### src/rtl/memreq_wb_bridge.sv
// memreq_wb_bridge: bridges a core req/resp memory port onto a Wishbone
// classic master. A small request FIFO decouples the core, each command is
// decoded once when it leaves the FIFO (lane select, write replication,
// alignment check), and the bus cycle is watched by an optional timeout.
module memreq_wb_bridge #(
   parameter int ADDR_WIDTH      = 32,
   parameter int DATA_WIDTH      = 32,
   parameter int REQ_FIFO_DEPTH  = 2,
   parameter int RESP_REGISTERED = 1,
   parameter int TIMEOUT_CYCLES  = 1024
) (
   input  logic                    clk,
   input  logic                    rst,
   // core request port
   input  logic                    req_valid,
   output logic                    req_ready,
   input  logic                    req_we,
   input  logic [1:0]              req_width,
   input  logic [ADDR_WIDTH-1:0]   req_addr,
   input  logic [DATA_WIDTH-1:0]   req_wdata,
   // core response port
   output logic                    resp_valid,
   output logic [DATA_WIDTH-1:0]   resp_rdata,
   output logic                    resp_err,
   // Wishbone classic master
   output logic                    wb_cyc,
   output logic                    wb_stb,
   output logic                    wb_we,
   output logic [DATA_WIDTH/8-1:0] wb_sel,
   output logic [ADDR_WIDTH-1:0]   wb_addr,
   output logic [DATA_WIDTH-1:0]   wb_wdata,
   input  logic [DATA_WIDTH-1:0]   wb_rdata,
   input  logic                    wb_ack,
   input  logic                    wb_err
);

   localparam int NB      = DATA_WIDTH / 8;
   localparam int LANE_W  = $clog2(NB);
   localparam int SH_W    = LANE_W + 3;
   localparam int PTR_W   = (REQ_FIFO_DEPTH > 1) ? $clog2(REQ_FIFO_DEPTH) : 1;
   localparam int CNT_W   = $clog2(REQ_FIFO_DEPTH + 1);
   localparam int TO_W    = (TIMEOUT_CYCLES > 1) ? $clog2(TIMEOUT_CYCLES) : 1;
   localparam int TO_LAST = (TIMEOUT_CYCLES > 0) ? TIMEOUT_CYCLES - 1 : 0;

   typedef enum logic [1:0] {
      ST_IDLE,
      ST_BUS,
      ST_ERR,
      ST_DONE
   } state_t;

   typedef struct packed {
      logic                  we;
      logic [1:0]            width;
      logic [ADDR_WIDTH-1:0] addr;
      logic [DATA_WIDTH-1:0] wdata;
   } req_t;

   // ------------------------------------------------------------------
   // State
   // ------------------------------------------------------------------
   state_t                state_q, state_d;

   req_t                  fifo_mem_q [REQ_FIFO_DEPTH];
   req_t                  fifo_mem_d [REQ_FIFO_DEPTH];
   logic [PTR_W-1:0]      wr_ptr_q, wr_ptr_d;
   logic [PTR_W-1:0]      rd_ptr_q, rd_ptr_d;
   logic [CNT_W-1:0]      count_q, count_d;

   logic                  cmd_we_q, cmd_we_d;
   logic [1:0]            cmd_width_q, cmd_width_d;
   logic [ADDR_WIDTH-1:0] cmd_addr_q, cmd_addr_d;
   logic [NB-1:0]         wb_sel_q, wb_sel_d;
   logic [DATA_WIDTH-1:0] wb_wdata_q, wb_wdata_d;

   logic [TO_W-1:0]       to_cnt_q, to_cnt_d;

   logic                  resp_valid_q, resp_valid_d;
   logic                  resp_err_q, resp_err_d;
   logic [DATA_WIDTH-1:0] resp_rdata_q, resp_rdata_d;

   // ------------------------------------------------------------------
   // Combinational helpers
   // ------------------------------------------------------------------
   logic                  fifo_full, fifo_empty;
   logic                  push, pop;
   req_t                  head;
   logic [LANE_W-1:0]     head_lane;
   logic                  head_bad;
   logic [NB-1:0]         head_sel;
   logic [DATA_WIDTH-1:0] head_wdata;

   logic                  timeout_hit;
   logic                  bus_fire;
   logic                  bus_err;
   logic [DATA_WIDTH-1:0] bus_rdata;

   function automatic logic [PTR_W-1:0] ptr_inc(input logic [PTR_W-1:0] p);
      return (p == PTR_W'(REQ_FIFO_DEPTH - 1)) ? '0 : p + PTR_W'(1);
   endfunction

   assign fifo_full  = (count_q == CNT_W'(REQ_FIFO_DEPTH));
   assign fifo_empty = (count_q == '0);
   assign req_ready  = ~rst & ~fifo_full;
   assign push       = req_valid & req_ready;
   assign pop        = (state_q == ST_IDLE) & ~fifo_empty;
   assign head       = fifo_mem_q[rd_ptr_q];
   assign head_lane  = head.addr[LANE_W-1:0];

   // Decode the FIFO head: alignment/width legality, lane select, write replication.
   // NOTE: every signal assigned here gets a value on every path, otherwise a latch would be inferred.
   always_comb begin
      logic [NB-1:0] sel_base;
      head_bad   = 1'b0;
      sel_base   = '0;
      head_wdata = head.wdata;
      unique case (head.width)
         2'b00: begin
            sel_base   = NB'(1'b1);
            head_wdata = {NB{head.wdata[7:0]}};
         end
         2'b01: begin
            head_bad   = head.addr[0];
            sel_base   = NB'(2'b11);
            head_wdata = {(NB/2){head.wdata[15:0]}};
         end
         2'b10: begin
            head_bad   = (head.addr[1:0] != 2'b00);
            sel_base   = NB'(4'hF);
            head_wdata = {(NB/4){head.wdata[31:0]}};
         end
         default: begin
            head_bad   = (head.addr[2:0] != 3'b000) || (DATA_WIDTH != 64);
            sel_base   = '1;
            head_wdata = head.wdata;
         end
      endcase
      head_sel = sel_base << head_lane;
   end

   // Bus completion: ack beats err beats timeout.
   always_comb begin
      logic [DATA_WIDTH-1:0] shifted;
      logic [SH_W-1:0]       rd_shift;
      timeout_hit = (TIMEOUT_CYCLES != 0) && (to_cnt_q == TO_W'(TO_LAST));
      bus_fire    = (state_q == ST_BUS) && (wb_ack || wb_err || timeout_hit);
      bus_err     = !wb_ack && (wb_err || timeout_hit);
      rd_shift    = {cmd_addr_q[LANE_W-1:0], 3'b000};
      shifted     = wb_rdata >> rd_shift;
      bus_rdata   = '0;
      if (wb_ack && !cmd_we_q) begin
         unique case (cmd_width_q)
            2'b00:   bus_rdata = DATA_WIDTH'(shifted[7:0]);
            2'b01:   bus_rdata = DATA_WIDTH'(shifted[15:0]);
            2'b10:   bus_rdata = DATA_WIDTH'(shifted[31:0]);
            default: bus_rdata = shifted;
         endcase
      end
   end

   // Request FIFO next-state: storage, pointers and occupancy.
   always_comb begin
      fifo_mem_d = fifo_mem_q;
      wr_ptr_d   = wr_ptr_q;
      rd_ptr_d   = rd_ptr_q;
      count_d    = count_q;
      if (push) begin
         fifo_mem_d[wr_ptr_q] = '{we: req_we, width: req_width, addr: req_addr, wdata: req_wdata};
         wr_ptr_d = ptr_inc(wr_ptr_q);
      end
      if (pop) begin
         rd_ptr_d = ptr_inc(rd_ptr_q);
      end
      unique case ({push, pop})
         2'b10:   count_d = count_q + CNT_W'(1);
         2'b01:   count_d = count_q - CNT_W'(1);
         default: count_d = count_q;
      endcase
   end

   // Transfer FSM next-state, command capture, timeout and registered response.
   always_comb begin
      state_d      = state_q;
      cmd_we_d     = cmd_we_q;
      cmd_width_d  = cmd_width_q;
      cmd_addr_d   = cmd_addr_q;
      wb_sel_d     = wb_sel_q;
      wb_wdata_d   = wb_wdata_q;
      to_cnt_d     = to_cnt_q;
      resp_valid_d = 1'b0;
      resp_err_d   = 1'b0;
      resp_rdata_d = '0;
      unique case (state_q)
         ST_IDLE: begin
            if (!fifo_empty) begin
               cmd_we_d    = head.we;
               cmd_width_d = head.width;
               cmd_addr_d  = head.addr;
               wb_sel_d    = head_sel;
               wb_wdata_d  = head_wdata;
               to_cnt_d    = '0;
               state_d     = head_bad ? ST_ERR : ST_BUS;
            end
         end
         ST_BUS: begin
            if (bus_fire) begin
               state_d  = ST_DONE;
               to_cnt_d = '0;
               if (RESP_REGISTERED != 0) begin
                  resp_valid_d = 1'b1;
                  resp_err_d   = bus_err;
                  resp_rdata_d = bus_rdata;
               end
            end else begin
               to_cnt_d = to_cnt_q + TO_W'(1);
            end
         end
         ST_ERR: begin
            state_d      = ST_DONE;
            resp_valid_d = 1'b1;
            resp_err_d   = 1'b1;
         end
         default: begin
            state_d = ST_IDLE;
         end
      endcase
   end

   // Control and datapath registers with synchronous reset.
   // NOTE: sequential state uses non-blocking assignments so every flop samples pre-edge values.
   always_ff @(posedge clk) begin
      if (rst) begin
         state_q      <= ST_IDLE;
         wr_ptr_q     <= '0;
         rd_ptr_q     <= '0;
         count_q      <= '0;
         cmd_we_q     <= 1'b0;
         cmd_width_q  <= 2'b00;
         cmd_addr_q   <= '0;
         wb_sel_q     <= '0;
         wb_wdata_q   <= '0;
         to_cnt_q     <= '0;
         resp_valid_q <= 1'b0;
         resp_err_q   <= 1'b0;
         resp_rdata_q <= '0;
      end else begin
         state_q      <= state_d;
         wr_ptr_q     <= wr_ptr_d;
         rd_ptr_q     <= rd_ptr_d;
         count_q      <= count_d;
         cmd_we_q     <= cmd_we_d;
         cmd_width_q  <= cmd_width_d;
         cmd_addr_q   <= cmd_addr_d;
         wb_sel_q     <= wb_sel_d;
         wb_wdata_q   <= wb_wdata_d;
         to_cnt_q     <= to_cnt_d;
         resp_valid_q <= resp_valid_d;
         resp_err_q   <= resp_err_d;
         resp_rdata_q <= resp_rdata_d;
      end
   end

   // FIFO storage.
   // NOTE: the storage array is not reset; occupancy and pointers alone decide what is valid.
   always_ff @(posedge clk) begin
      fifo_mem_q <= fifo_mem_d;
   end

   // Wishbone outputs come straight from registers so they are stable through BUS.
   assign wb_cyc   = (state_q == ST_BUS);
   assign wb_stb   = wb_cyc;
   assign wb_we    = cmd_we_q;
   assign wb_sel   = wb_sel_q;
   assign wb_addr  = {cmd_addr_q[ADDR_WIDTH-1:LANE_W], {LANE_W{1'b0}}};
   assign wb_wdata = wb_wdata_q;

   // Response select: registered copy, or the live bus result when unregistered.
   always_comb begin
      resp_valid = resp_valid_q;
      resp_err   = resp_err_q;
      resp_rdata = resp_rdata_q;
      if ((RESP_REGISTERED == 0) && bus_fire) begin
         resp_valid = 1'b1;
         resp_err   = bus_err;
         resp_rdata = bus_rdata;
      end
      if (rst) begin
         resp_valid = 1'b0;
         resp_err   = 1'b0;
         resp_rdata = '0;
      end
   end

endmodule

### config.mk
export PLATFORM = sky130hd
export DESIGN_NAME = memreq_wb_bridge
export DESIGN_NICKNAME = d
export VERILOG_FILES = /design/src/rtl/memreq_wb_bridge.sv
export SDC_FILE = /design/constraint.sdc
export NUM_CORES = 1
export LEC_CHECK = 0
export CELL_PAD_IN_SITES_DETAIL_PLACEMENT = 0
export CELL_PAD_IN_SITES_GLOBAL_PLACEMENT = 1
export CORE_MARGIN = 2
export CORE_UTILIZATION = 44
export CTS_BUF_LIST = sky130_fd_sc_hd__clkbuf_16
export DETAILED_ROUTE_END_ITERATION = 8
export GPL_ROUTABILITY_DRIVEN = 0
export GPL_TIMING_DRIVEN = 0
export HOLD_SLACK_MARGIN = 0.12
export PLACE_DENSITY = 0.95
export SLEW_MARGIN = 30
export SYNTH_ARGS = -nofsm -noshare
export SYNTH_HDL_FRONTEND = slang
export SYNTH_SLANG_ARGS = --single-unit
### constraint.sdc
create_clock -name clk -period 14.3 [get_ports clk]
set_input_delay 2.86 -clock clk [delete_from_list [all_inputs] [get_ports clk]]
set_output_delay 2.86 -clock clk [all_outputs]
set_load 0.005 [all_outputs]
# --- Word-level counts from Yosys, hierarchy flattened ---
# Index checks and enable logic that the tools add are counted.
totals:
  wordCells: 100
  inputBits: 104
  regBits: 255
  out_inout_bits: 106
op_classes:
  n_eq_ne: 11
  n_lt_le_gt_ge: 3
  muxes: 27
  bitwise: 11
  reduce_logical: 20
  shifts: 2
  add_sub_neg: 5
ops:
  columns: ["operator", "n"]
  rows:
  - ["$mux W67", 4]
  - ["$bwmux W134", 1]
  - ["$pmux W32 S2", 2]
  - ["$demux W67 S1", 1]
  - ["$mux W32", 1]
  - ["$shr A32 B5 Y32", 1]
  - ["$mux W10", 2]
  - ["$pmux W10 S2", 1]
  - ["$add A10 B1 Y10 const B", 1]
  - ["$eq A10 B10 Y1 const B", 1]
  - ["$eq A2 B1 Y1 const B", 4]
  - ["$eq A2 B2 Y1 const B", 4]
  - ["$logic_not A2 Y1", 4]
  - ["$pmux W4 S2", 1]
  - ["$mux W1", 6]
  - ["$mux W2", 3]
  - ["$not A1 Y1", 6]
  - ["$pmux W2 S3", 1]
  - ["$reduce_and A2 Y1", 3]
  - ["$reduce_bool A2 Y1", 3]
  - ["$ge A2 B2 Y1 const B", 2]
  - ["$logic_and A1 B1 Y1", 4]
  - ["$not A1 Y2", 2]
  - ["$pmux W1 S2", 2]
  - ["other kinds (13)", 19]

# --- Logic depth before layout (Yosys ltp) ---
# Gate-level depths: netlist (run 1).
logic_depth:
  word_depth: 9
  depth_mapped: 10
  ltp_nobuf: 8

# --- Worst setup path before layout (run 1) ---
# OpenSTA, ideal clock, no wires.
synth_path:
  path_type: "input-to-reg"
  from: "input port rst"
  to: "register fifo_mem_q[0] in the netlist's numbering (enable)"
  t_required_ns: 13.807
  path_slack_ns: 7.854
  t_arrival_ns: 5.953
  setup_ns: 0.493
  stages: 3
  path_cell_list: "inv_1 > o211ai_1 > nor2_1"
synth_between:
  elab_chain_len: 3
synth_lines:
  columns: ["element", "line_no", "text"]
  rows:
  - ["from (decl)", "13", "input logic rst,"]
  - ["$not A1 Y1", "104", "assign req_ready = ~rst & ~fifo_full;"]
  - ["$and A1 B1 Y1", "104", null]
  - ["$and A1 B1 Y1", "105", "assign push = req_valid & req_ready;"]
  - ["to (signal assigned)", "266", "fifo_mem_q <= fifo_mem_d;"]
  - ["to (decl)", "64", "req_t fifo_mem_q [REQ_FIFO_DEPTH];"]
# Every way passes these cells.
# A chain may end at the register's enable or synchronous reset.

# --- Worst setup path after layout (run 1) ---
layout_path:
  from: "input port rst"
  to: "output port resp_rdata[4]"
layout_between:
  elab_chain_len: 1
layout_lines:
  columns: ["element", "line_no", "text"]
  rows:
  - ["$mux W32", "287", "if (rst) begin"]
  - ["to (decl)", "23", "output logic [DATA_WIDTH-1:0] resp_rdata,"]
# Every way passes these cells.

==> impl_metrics.env, run 1 <==
export IMPL_finalHoldViolCount=0
export IMPL_dp_hpwl_um=18500
export IMPL_crit_slowest_cell="clkdlybuf4s50_1"
export IMPL_intPower_w=0.00173
export IMPL_routed_wl_um=26000
export IMPL_clk_pin_slew_ns=0.06
export IMPL_cts_hold_buf=0
export IMPL_synthCells=835
export IMPL_die_h_um=156
export IMPL_netlist_area_um2=10200
export IMPL_grt_max_degree=21
export IMPL_hold_class="reg -> reg"
export IMPL_ant_nets=0
export IMPL_vias=7295
export IMPL_rsz0062_at_grt="no"
export IMPL_wl_met3_um=1950
export IMPL_period_minus_slack_ns=7.89
export IMPL_final_core_util_pct=59.9
export IMPL_pwr_share_seq_pct=38.3
export IMPL_die_area_um2=24400
export IMPL_postCtsSetupBuffers=0
export IMPL_criticalPathCategory="in -> out"
export IMPL_reg2reg_depth=9
export IMPL_synth_seq_cells=255
export IMPL_tightest_slew_ns=0.775
export IMPL_synth_edf_count=134
export IMPL_async_flop_share_pct=0
export IMPL_finalHoldWorstSlack_ns=0.454
export IMPL_synth_cell_types=56
export IMPL_synth_top_area_cell="edfxtp_1"
export IMPL_cpPeakStageDelay_ns=0.57
export IMPL_leakage_nw=4.72
export IMPL_synthFlopType="edfxtp_1"
export IMPL_p_sw_share_pct=32.1
export IMPL_clk_path_buf_depth=3
export IMPL_p_sw_w=0.000820
export IMPL_cts_resized=0
export IMPL_via_per_inst=5.29
export IMPL_skew_ns=0.0123
export IMPL_netlist_area_leader_share_pct=39.5
export IMPL_crit_chain="clkdlybuf4s50_1 -> clkbuf_1 -> clkbuf_1 -> nor2b_1 -> clkdlybuf4s50_1"
export IMPL_synth_most_common_cell="edfxtp_1"
export IMPL_portBuffers=207
export IMPL_grt_pass1_wl_um=39600
export IMPL_comb_power_share_pct=36.3
export IMPL_antenna_found_initial=1
export IMPL_initial_core_util_pct=44.8
export IMPL_ios=210
export IMPL_drtIter0Drc=458
export IMPL_run_status="completed"
export IMPL_arrival_ns=5.03
export IMPL_maxCapViolCount=0
export IMPL_yosysSeqAreaShare_pct=63.3
export IMPL_cts_sinks=255
export IMPL_min_period_over_period_pct=55.2
export IMPL_core_um2=22700
export IMPL_nets=1186
export IMPL_fmax_mhz=127
export IMPL_cts_htree_levels=1
export IMPL_max_slew_margin_pct=46.9
export IMPL_area_delta_synth_final_pct=33.6
export IMPL_drive_above_1_share_pct=10.1
export IMPL_grt_usage_pct=21.0
export IMPL_crit_required_ns=11.44
export IMPL_total_power_w=0.00255
export IMPL_whs_path_depth=2
export IMPL_powerDensity_nw_per_um2=188
export IMPL_fp_row_count=55
export IMPL_setup_viol=0
export IMPL_die_x_um=156
export IMPL_gr_total_overflow=0
export IMPL_cts_tree="yes"
export IMPL_synthTopCellsByCount="edfxtp_1 (134), dfxtp_1 (121), nor2_1 (84), mux2i_1 (66), a211oi_1 (58)"
export IMPL_crit_path_max_fanout=10
export IMPL_end_kind="output port"
export IMPL_syn_area_per_cell_um2=12.2
export IMPL_finalMaxSlewViolations=0
export IMPL_ir_drop_mv=0.130
export IMPL_yosysWarnings=0
export IMPL_drt_met1_wl_um=10700
export IMPL_tns_ns=0
export IMPL_worstSetupStartpointType="primary input"
export IMPL_drc=0
export IMPL_clk_latency_ns=0.52
export IMPL_yosys_top_cells_area="edfxtp_1 (40%), dfxtp_1 (24%), mux2i_1 (6.5%), a211oi_1 (4.3%), nor2_1 (3.1%)"
export IMPL_wire_per_inst_um=18.9
export IMPL_cts_root_buf="clkbuf_16"
export IMPL_cts_made_buffers=25
export IMPL_top_layer_used="met4"
export IMPL_first_global_vias=7245
export IMPL_p_clk_share_pct=25.4
export IMPL_met2_length_um=12700
export IMPL_first_pass_iters=5
==> per-stage QoR <==
stage	cell area [µm²]	setup slack, ns	std cells
after global placement	12600	5.57	1328
after floorplan	10200	7.85	836
final	13600	6.41	1380
after detailed placement	12800	6.40	1334
after global routing	13600	6.23	1380
after CTS	13600	6.38	1379
==> cells by family (layout without fill, tap and decap cells) <==
logic type / after synthesis / in the layout / share of synthesized area, %
flops: 255 / 255 / 63.3
fa+ha+maj: 6 / 6 / 0.737
xor+xnor: 10 / 10 / 0.860
mux: 77 / 77 / 7.89
simple gates: 216 / 216 / 10.7
compound gates: 173 / 173 / 11.2
other cells: 1 / 3 / 0.0368
buf+inv: 97 / 355 / 5.33
==> area by class of cell <==
cell class,count,area (µm²)
Multi-Input combinational cell,484,3210
Antenna cell,1,2.50
Tap cell,285,357
Timing Repair Buffer,213,2240
Clock buffer,26,651
Inverter,10,37.5
Buffer,87,505
Clock inverter,19,159
Fill cell,1824,9100
Sequential cell,255,6450
==> per-layer routing <==
| layer | up-vias | global-route usage (%) |
|---|---|---|
| li1 | 3493 | - |
| met3 | 53 | 3.94 |
| met5 | - | 0 |
| met2 | 301 | 35.3 |
| met4 | 0 | 7.47 |
| met1 | 3448 | 27.2 |
==> state kept, by name, summed over array words and instances (netlist names) <==
register      flops
wb_wdata         32
state_q           2
resp_valid_q      1
rd_ptr_q          1
fifo_mem_q      134
resp_rdata_q     32
wb_sel            4
wr_ptr_q          1
to_cnt_q         10
cmd_addr_q       32
count_q           2
resp_err_q        1
cmd_width_q       2
wb_we             1
==> power groups by stage <==
stage | logic [W] | clock network [W] | registers (W)
2_1_floorplan | 0.000537 | 0 | 0.000973
3_3_place_gp | 0.000891 | 0 | 0.000993
3_5_place_dp | 0.000919 | 0 | 0.000992
4_1_cts | 0.000927 | 0.000661 | 0.000979
5_1_grt | 0.00101 | 0.000688 | 0.000991
6_report | 0.000926 | 0.000649 | 0.000979
==> layout by cell type (no fill, tap or decap), drive strengths merged, types with 16 or more instances in the layout <==
master	instances
nor2	86
clkbuf	55
mux2i	67
o21ai	24
buf	64
a211oi	58
nand3	16
a21oi	51
dfxtp	121
edfxtp	134
nand2	29
clkdlybuf4s50	207
nor2b	45
inv	18
==> critical path, delay by kind of cell <==
family | cells | cell delay, ns
buffers and inverters | 4 | 2.04
AND/OR/NAND/NOR | 1 | 0.11
==> worst paths after layout <==
check,slack [ns],start,end
max reg2reg,11.63,state_q[0],count_q[1]
min reg2reg,0.45,wb_wdata[22],wb_wdata[22]
min,0.45,wb_wdata[22],wb_wdata[22]
max,6.41,rst,resp_rdata[4]
Note: power is estimated with default switching activity, not from simulation.
==> run 2, diff against run 1 <==
- CORE_UTILIZATION: 44 -> 41
- PLACE_DENSITY: 0.95 -> 0.92
- clock period: 14.3 -> 7.7 ns (I/O delays scaled with it)
==> run 2 against run 1 <==
  * Register-to-register slack got worse by 6.5 ns
  * Clock skew rose by 0.0023 ns
  * Combinational power rose by 85%
  * Critical path type unchanged
  * Largest cell class unchanged
==> impl_metrics.env, run 2 (synthesis gave the netlist of run 1 again) <==
export IMPL_postCtsSetupBuffers=0
export IMPL_drive_above_1_share_pct=10.1
export IMPL_fmax_mhz=185
export IMPL_first_pass_iters=5
export IMPL_max_slew_margin_pct=39.6
export IMPL_cpPeakStageDelay_ns=0.58
export IMPL_clk_pin_slew_ns=0.06
export IMPL_crit_slowest_cell="clkbuf_1"
export IMPL_die_area_um2=26100
export IMPL_initial_core_util_pct=41.9
export IMPL_cts_hold_buf=0
export IMPL_antenna_found_initial=0
export IMPL_skew_ns=0.0146
export IMPL_ant_nets=0
export IMPL_finalMaxSlewViolations=0
export IMPL_leakage_nw=4.73
export IMPL_fp_row_count=57
export IMPL_largest_reg_flops=134
export IMPL_powerDensity_nw_per_um2=347
export IMPL_cts_sinks=255
export IMPL_cts_root_buf="clkbuf_16"
export IMPL_diodes=0
export IMPL_dp_hpwl_um=18500
export IMPL_drtIter0Drc=475
export IMPL_cts_tree="yes"
export IMPL_first_global_vias=7217
export IMPL_run_status="completed"
export IMPL_cts_made_buffers=27
export IMPL_min_period_over_period_pct=70.0
export IMPL_arrival_ns=3.85
export IMPL_worstSetupStartpointType="primary input"
export IMPL_criticalPathCategory="in -> out"
export IMPL_grt_max_degree=24
export IMPL_tightest_slew_ns=0.881
export IMPL_via_per_inst=5.11
export IMPL_routed_wl_um=25800
export IMPL_hold_class="reg -> reg"
export IMPL_crit_chain="clkdlybuf4s50_1 -> clkbuf_1 -> clkbuf_1 -> nor2b_1 -> clkdlybuf4s50_1"
export IMPL_portBuffers=207
export IMPL_ios=210
export IMPL_cts_htree_levels=1
export IMPL_ir_drop_mv=0.225
export IMPL_core_um2=24300
export IMPL_area_delta_synth_final_pct=34.2
export IMPL_largest_register="fifo_mem_q"
export IMPL_end_kind="output port"
export IMPL_maxCapViolCount=0
export IMPL_grt_pass1_wl_um=39300
export IMPL_gr_total_overflow=0
export IMPL_cts_resized=0
export IMPL_setup_viol=0
export IMPL_clk_path_buf_depth=3
export IMPL_die_h_um=162
export IMPL_nets=1188
export IMPL_final_common_cell="clkdlybuf4s50_1"
export IMPL_crit_required_ns=6.16
export IMPL_clk_latency_ns=0.52
export IMPL_wire_per_inst_um=18.2
export IMPL_rsz0062_at_grt="no"
export IMPL_drc=0
export IMPL_finalNonFillerCells=1422
export IMPL_grt_usage_pct=19.1
export IMPL_tns_ns=0
export IMPL_period_minus_slack_ns=5.39
export IMPL_post_place_cells=1373
export IMPL_final_cell_mix="clkdlybuf4s50_1 (207), edfxtp_1 (134), dfxtp_1 (121)"
export IMPL_finalHoldViolCount=0
export IMPL_vias=7271
export IMPL_crit_path_max_fanout=10
export IMPL_die_x_um=162
## run 2: cell count changes in the layout (fill, tap and decap cells not counted), sizes merged
cell / previous run / this run
inv: 18 / 21
clkbuf: 55 / 57
bufinv: 3 / 2
clkinv: 6 / 7
clkinvlp: 2 / 1
diode: 1 / 0
## run 2: cell type report
cell class	count	area, µm²
tap	324	405
sequential	255	6450
clock inverter	21	138
fill	2002	10700
buffer	87	505
multi-input combinational	484	3210
timing repair buffer	213	2220
clock buffer	28	701
inverter	10	37.5
## run 2: power breakdown
part	switching (W)	internal (W)	total, W
logic	0.000877	0.000829	0.00171
clock network	0.000498	0.000718	0.00122
registers	0.000140	0.00168	0.00182
## run 2: final timing paths
path	endpoint	start	cells past startpoint	slack (ns)
max	resp_rdata[4]	rst	5	2.31
min	wb_wdata[19]	wb_wdata[19]	2	0.46
max reg2reg	count_q[1]	state_q[1]	9	5.14
min reg2reg	wb_wdata[19]	wb_wdata[19]	2	0.46
## run 2: critical path, delay by kind of cell
kind                   cells  cell delay (ns)
and+or+nand+nor            1             0.14
buffers and inverters      4             2.17
## run 2: metrics by stage
stage               power [W]  instance area [µm²]  utilization [%]  hold WS (ns)  setup WS, ns
floorplan             0.00280                10200                -         0.448          2.57
global placement      0.00350                12700             52.1         0.445         0.192
detailed placement    0.00355                12800             52.8         0.449          2.31
CTS                   0.00478                13700             56.2         0.457          2.31
global route          0.00499                13700             56.2         0.477          2.22
finish                0.00474                13700             56.2         0.456          2.31
## run 2: per-layer routing
metal,wire length [µm],up-vias,global-route usage [%]
li1,-,3502,-
met1,11000,3455,24.9
met2,12400,270,32.9
met3,1860,44,3.62
met4,586,0,5.03
met5,0,-,0
==> patch 1 (config.mk and constraints of run 2) <==
`DATA_WIDTH`: 32 -> 64.
--- a/src/rtl/memreq_wb_bridge.sv
+++ b/src/rtl/memreq_wb_bridge.sv
@@ -6,3 +6,3 @@
    parameter int ADDR_WIDTH      = 32,
-   parameter int DATA_WIDTH      = 32,
+   parameter int DATA_WIDTH      = 64,
    parameter int REQ_FIFO_DEPTH  = 2,
Ports: changed (5 resized); port bits go from 210 to 342. No check against the original RTL was run, so the function may have changed too.
==> patch 1 against run 2 <==
- sequential share of layout area decreased by 3.1 points
- critical path depth is the same
- final area grew 62%
- total power grew 59%
- routed wire length up 110%
- worst setup slack got worse by 0.27 ns
- first-iteration DRC count rose by 100%
- area after synthesis up 62%
- sequential cell count increased by 132
- register-to-register slack lost 0.43 ns
- global-route usage rose by 6.2 points
- fmax is 4.7% lower
- count of clock-buffer cells in the layout rose by 15
- critical endpoint is now resp_valid
- highest routed layer is now met5
==> patch 1: results (changes against run 2) <==
place:
  place_ws_ns: 1.922  # -0.3918 ns
  io_buffers: 338  # +63%
  place_area_mm2: 0.02079  # +62%
  placedCellCount: 2243  # +63%
  hpwl_um: 39560  # +110%
route:
  top_layer: "met5"
  met1_length_um: 20530  # +87%
  drtIter0Drc: 969  # +100%
  wire_per_inst_um: 23.24  # +28%
  wl_met3_um: 5527  # +200%
  vias: 12970  # +78%
  drtPass1Iterations: 7  # +2
  wl_met2_um: 25570  # +110%
power:
  p_seq_mw: 2.76  # +52%
  power.internal_mw: 4.947  # +53%
  power.density_mw_per_mm2: 342.0  # -1.4%
  vdd_drop_max_uv: 264.1  # +17%
  power.share.combinational_pct: 38.2  # +2.2 points
  cellLeakagePower_nw: 7.695  # +63%
clock_network:
  cts_buffers: 41  # +52%
  ctsHtreeMaxLevel: 2  # +1
  clk_latency_ns: 0.57  # +0.05 ns
synth:
  synthCells: 1368  # +64%
  ys_top_cells_by_count: "198 x edfxtp_1, 189 x dfxtp_1, 130 x nor2_1"
  synth_top_area_share_pct: 36.12  # -3.4 points
  synth_seq_area_share_pct: 59.11  # -4.2 points
  synth_cell_types: 61  # +8.9%
  synth_edf_count: 198  # +48%
cells_and_area:
  seq_cells: 387  # +52%
  drive_above_1_share_pct: 12.26  # +2.2 points
  fillers: 3313  # +65%
  inverters: 9  # -1
  multi_input_gates: 845  # +75%
  buffers_excl_clock: 477  # +59%
  buf_share_pct: 19.73  # -0.22 points
  fin_nets: 1935  # +63%
  multi_input_area_share_pct: 27.20  # +3.7 points
  multi_input_area_mm2: 0.006011  # +87%
  diodes: 3  # +3
  largest_reg_flops: 198  # +48%
  seqCellArea_mm2: 0.009729  # +51%
  instances_no_fill: 2322  # +63%
global_routing:
  grt_max_degree: 25  # +4.2%
  grt_pass1_wl_um: 78380  # +100%
  antenna_found_initial: 4  # +4
timing:
  skew_ns: 0.01629  # +0.001715 ns
  period_share_pct: 73.49  # +3.5 points
  holdWs_ns: 0.4534  # -0.002186 ns
  tightestPinTransition_ns: 1.066  # +0.1852 ns
hold_path:
  min_from: "wb_wdata[37]"
  hold_end: "wb_wdata[37]"
setup_path:
  cp-endpoint: "resp_valid"
  worstPathArrival_ns: 4.12  # +0.27 ns
  r2r_end: "count_q[1]"
die:
  die_x_um: 204.4  # +26%
run_status:
  outcome: "finished clean"
-- patch 1: cell count changes after synthesis, sizes merged, moves of 24 or more --
cell,delta
a21oi,+27
buf,+24
dfxtp,+68
edfxtp,+64
mux2,+29
mux2i,+46
mux4,+32
nand2,+59
nor2,+44
nor2b,+32
o21ai,+36
-- patch 1: cells by family after synthesis --
group / after synthesis / share of synthesized area, %
xor+xnor: 12 / 0.6385
other cells: 1 / 0.02278
mux: 184 / 13.96
buf+inv: 138 / 4.546
flops: 387 / 59.11
fa+ha+maj: 6 / 0.4561
compound gates: 269 / 10.54
simple gates: 371 / 10.73
-- patch 1: routing by layer --
metal / track usage, % / up-vias
li1: - / 5769
met1: 31.04 / 6234
met2: 42.02 / 809
met3: 6.298 / 151
met4: 11.54 / 2
met5: 0 / -
-- patch 1: critical path: stages --
cell,delay [ns]
clkdlybuf4s50_1,0.56
clkbuf_1,0.62
clkbuf_1,0.71
nor2b_1,0.15
clkdlybuf4s50_1,0.53
==> patch 2 (flow settings as in run 2) <==
Without the edit above. Make the reset (`rst`) asynchronous in one clocked block. Comments in the files are not updated.
--- a/src/rtl/memreq_wb_bridge.sv
+++ b/src/rtl/memreq_wb_bridge.sv
@@ -230,3 +230,3 @@
    // NOTE: sequential state uses non-blocking assignments so every flop samples pre-edge values.
-   always_ff @(posedge clk) begin
+   always_ff @(posedge clk or posedge rst) begin
       if (rst) begin
Check against the original RTL: differs if rst is asserted again (counterexample within 4 cycles, from zero or initial values and one cycle with rst high); with rst held inactive, the same outputs for 4 cycles.
==> patch 2 against run 2 <==
- register-to-register slack hardly changed
- global-route usage is 0.31 points lower
- count of clock-buffer cells in the layout is 1 lower
- final area is 3.0% higher
- core utilization is 0.28 points lower
- sequential cell count stayed put
- total power is 7.9% higher
- first-iteration DRC count is 29% lower
- clock skew is 0.0027 ns lower
- worst setup slack better by 0.49 ns
- area after synthesis is 3.2% higher
- sequential share of layout area is 2.9 points higher
- final cell count is 1.6% lower
- routed wire length is 1.6% lower
- critical path type unchanged
- largest cell class unchanged
==> patch 2: results (changes against run 2) <==
run_status:
  outcome: "finished clean"
synth:
  synth_flop_cell: "edfxtp_1"
  syn_avg_cell_area_um2: 13.05  # +7.0%
  async_reset_ff_share_pct: 47.45  # +47 points
  synth_compound_area_share_pct: 7.526  # -3.7 points
  synth_xor_area_share_pct: 0.8335  # -0.026 points
  synth_seq_area_share_pct: 67.11  # +3.8 points
  muxShareOfSynthArea_pct: 8.585  # +0.70 points
  synth_top_family_by_area: "simple AND/OR/NAND/NOR gates"
  synthTopCellsByArea: "edfxtp_1 38%, dfrtp_1 29%, mux2i_1 6.3%"
  yosys.area_share.adder_pct: 0.7145  # -0.023 points
  synth_cell_types: 49  # -13%
  ys_top_cells_by_count: "134 x edfxtp_1, 121 x dfrtp_1, 88 x nand2_1"
power:
  vdd_drop_max_uv: 208.0  # -7.5%
  power_frac_seq_pct: 37.7  # -0.7 points
  p_clk_mw: 1.36  # +11%
  cellLeakagePower_nw: 5.636  # +19%
  swShare_pct: 31.70  # -0.25 points
cells_and_area:
  fin_nets: 1157  # -2.6%
  largest_reg_flops: 134  # unchanged
  buffers_excl_clock: 285  # -5.0%
  nClkBuffers: 27  # -3.6%
  instances_no_fill: 1399  # -1.6%
  inverters: 8  # -2
  diodes: 1  # +1
  fillers: 2098  # +4.8%
  seq_share_pct: 50.08  # +2.9 points
  clock_area_share_pct: 6.628  # +0.50 points
  multi_input_area_share_pct: 21.36  # -2.2 points
  multi_input_gates: 470  # -2.9%
  buf_share_pct: 18.72  # -1.2 points
  drive_above_1_share_pct: 12.36  # +2.3 points
timing:
  relSlewSlack_pct: 52.69  # +13 points
  skew_ns: 0.01185  # -0.002726 ns
  period_needed_ns: 4.897  # -0.4941 ns
setup_path:
  cp-endpoint: "resp_rdata[28]"
  ff2ff_path_depth: 8  # -1
  worstPathArrival_ns: 3.36  # -0.49 ns
  r2r_start: "count_q[0]"
  r2r_end: "fifo_mem_q[75]"
  startpoint: "rst"
  critPathMaxStageDelay_ns: 0.75  # +0.17 ns
  slowest_stage: "clkdlybuf4s50_1"
global_routing:
  grt_pass1_vias: 7110  # -1.5%
  grt_max_degree: 71  # +200%
  grt_use_total_pct: 18.83  # -0.31 points
  grt_pass1_wl_um: 38760  # -1.3%
  antenna_found_initial: 2  # +2
hold_path:
  hold_end: "wb_sel[2]"
  min_from: "wb_sel[2]"
  min_delay_path_depth: 2  # unchanged
clock_network:
  ctsHtreeMaxLevel: 1  # unchanged
  clk_latency_ns: 0.54  # +0.02 ns
route:
  drtIter0Drc: 335  # -29%
  wire_per_inst_um: 18.17  # about the same
  vias: 6914  # -4.9%
  drtPass1Iterations: 6  # +1
place:
  placedCellCount: 1348  # -1.8%
  place_ws_ns: 2.763  # +0.4499 ns
  hpwl_um: 17860  # -3.3%
-- patch 2: cell types whose count changed after synthesis, moves of 9 or more --
cell / before / now
mux2_2: 5 / 19
nand2_1: 29 / 88
dfrtp_1: 0 / 121
or3_1: 9 / 0
nor2_1: 84 / 50
clkbuf_1: 29 / 16
o21ai_0: 22 / 56
a211oi_1: 58 / 18
dfxtp_1: 121 / 0
o211ai_1: 10 / 1
a21oi_1: 51 / 26
-- patch 2: worst register-to-register path, stage by stage (launching register included) --
cell     delay, ns
dfrtp_1       0.32
buf_2         0.18
inv_1         0.06
a21oi_1       0.34
nand2_1       0.22
nor2_4        0.55
buf_16        0.25
buf_16        0.18
buf_16        0.17
-- patch 2: cells by family (layout without fill, tap and decap cells) --
family / Yosys count / in the layout
AO/OA/AOI/OAI: 136 / 136
XOR/XNOR: 10 / 10
adder cells (fa/ha/maj): 6 / 6
buffers and inverters: 81 / 343
flip-flops: 255 / 255
multiplexers: 87 / 87
other: 1 / 3
AND/OR/NAND/NOR: 229 / 229
-- patch 2: per-stage QoR --
stage	area (µm²)	total power, mW	hold WS [ns]
after floorplan	10510	2.971	0.4504
after global placement	13000	3.742	0.4539
after detailed placement	13150	3.801	0.4713
after CTS	14080	5.173	0.4844
after global routing	14080	5.424	0.4989
final	14080	5.116	0.4785
-- patch 2: per-layer routing --
| metal | GRT usage, % | vias to the layer above | wire length, µm |
|---|---|---|---|
| li1 | - | 3324 | - |
| met1 | 23.63 | 3341 | 10490 |
| met2 | 32.64 | 207 | 12630 |
| met3 | 4.167 | 42 | 1744 |
| met4 | 5.622 | 0 | 556 |
| met5 | 0 | - | 0 |
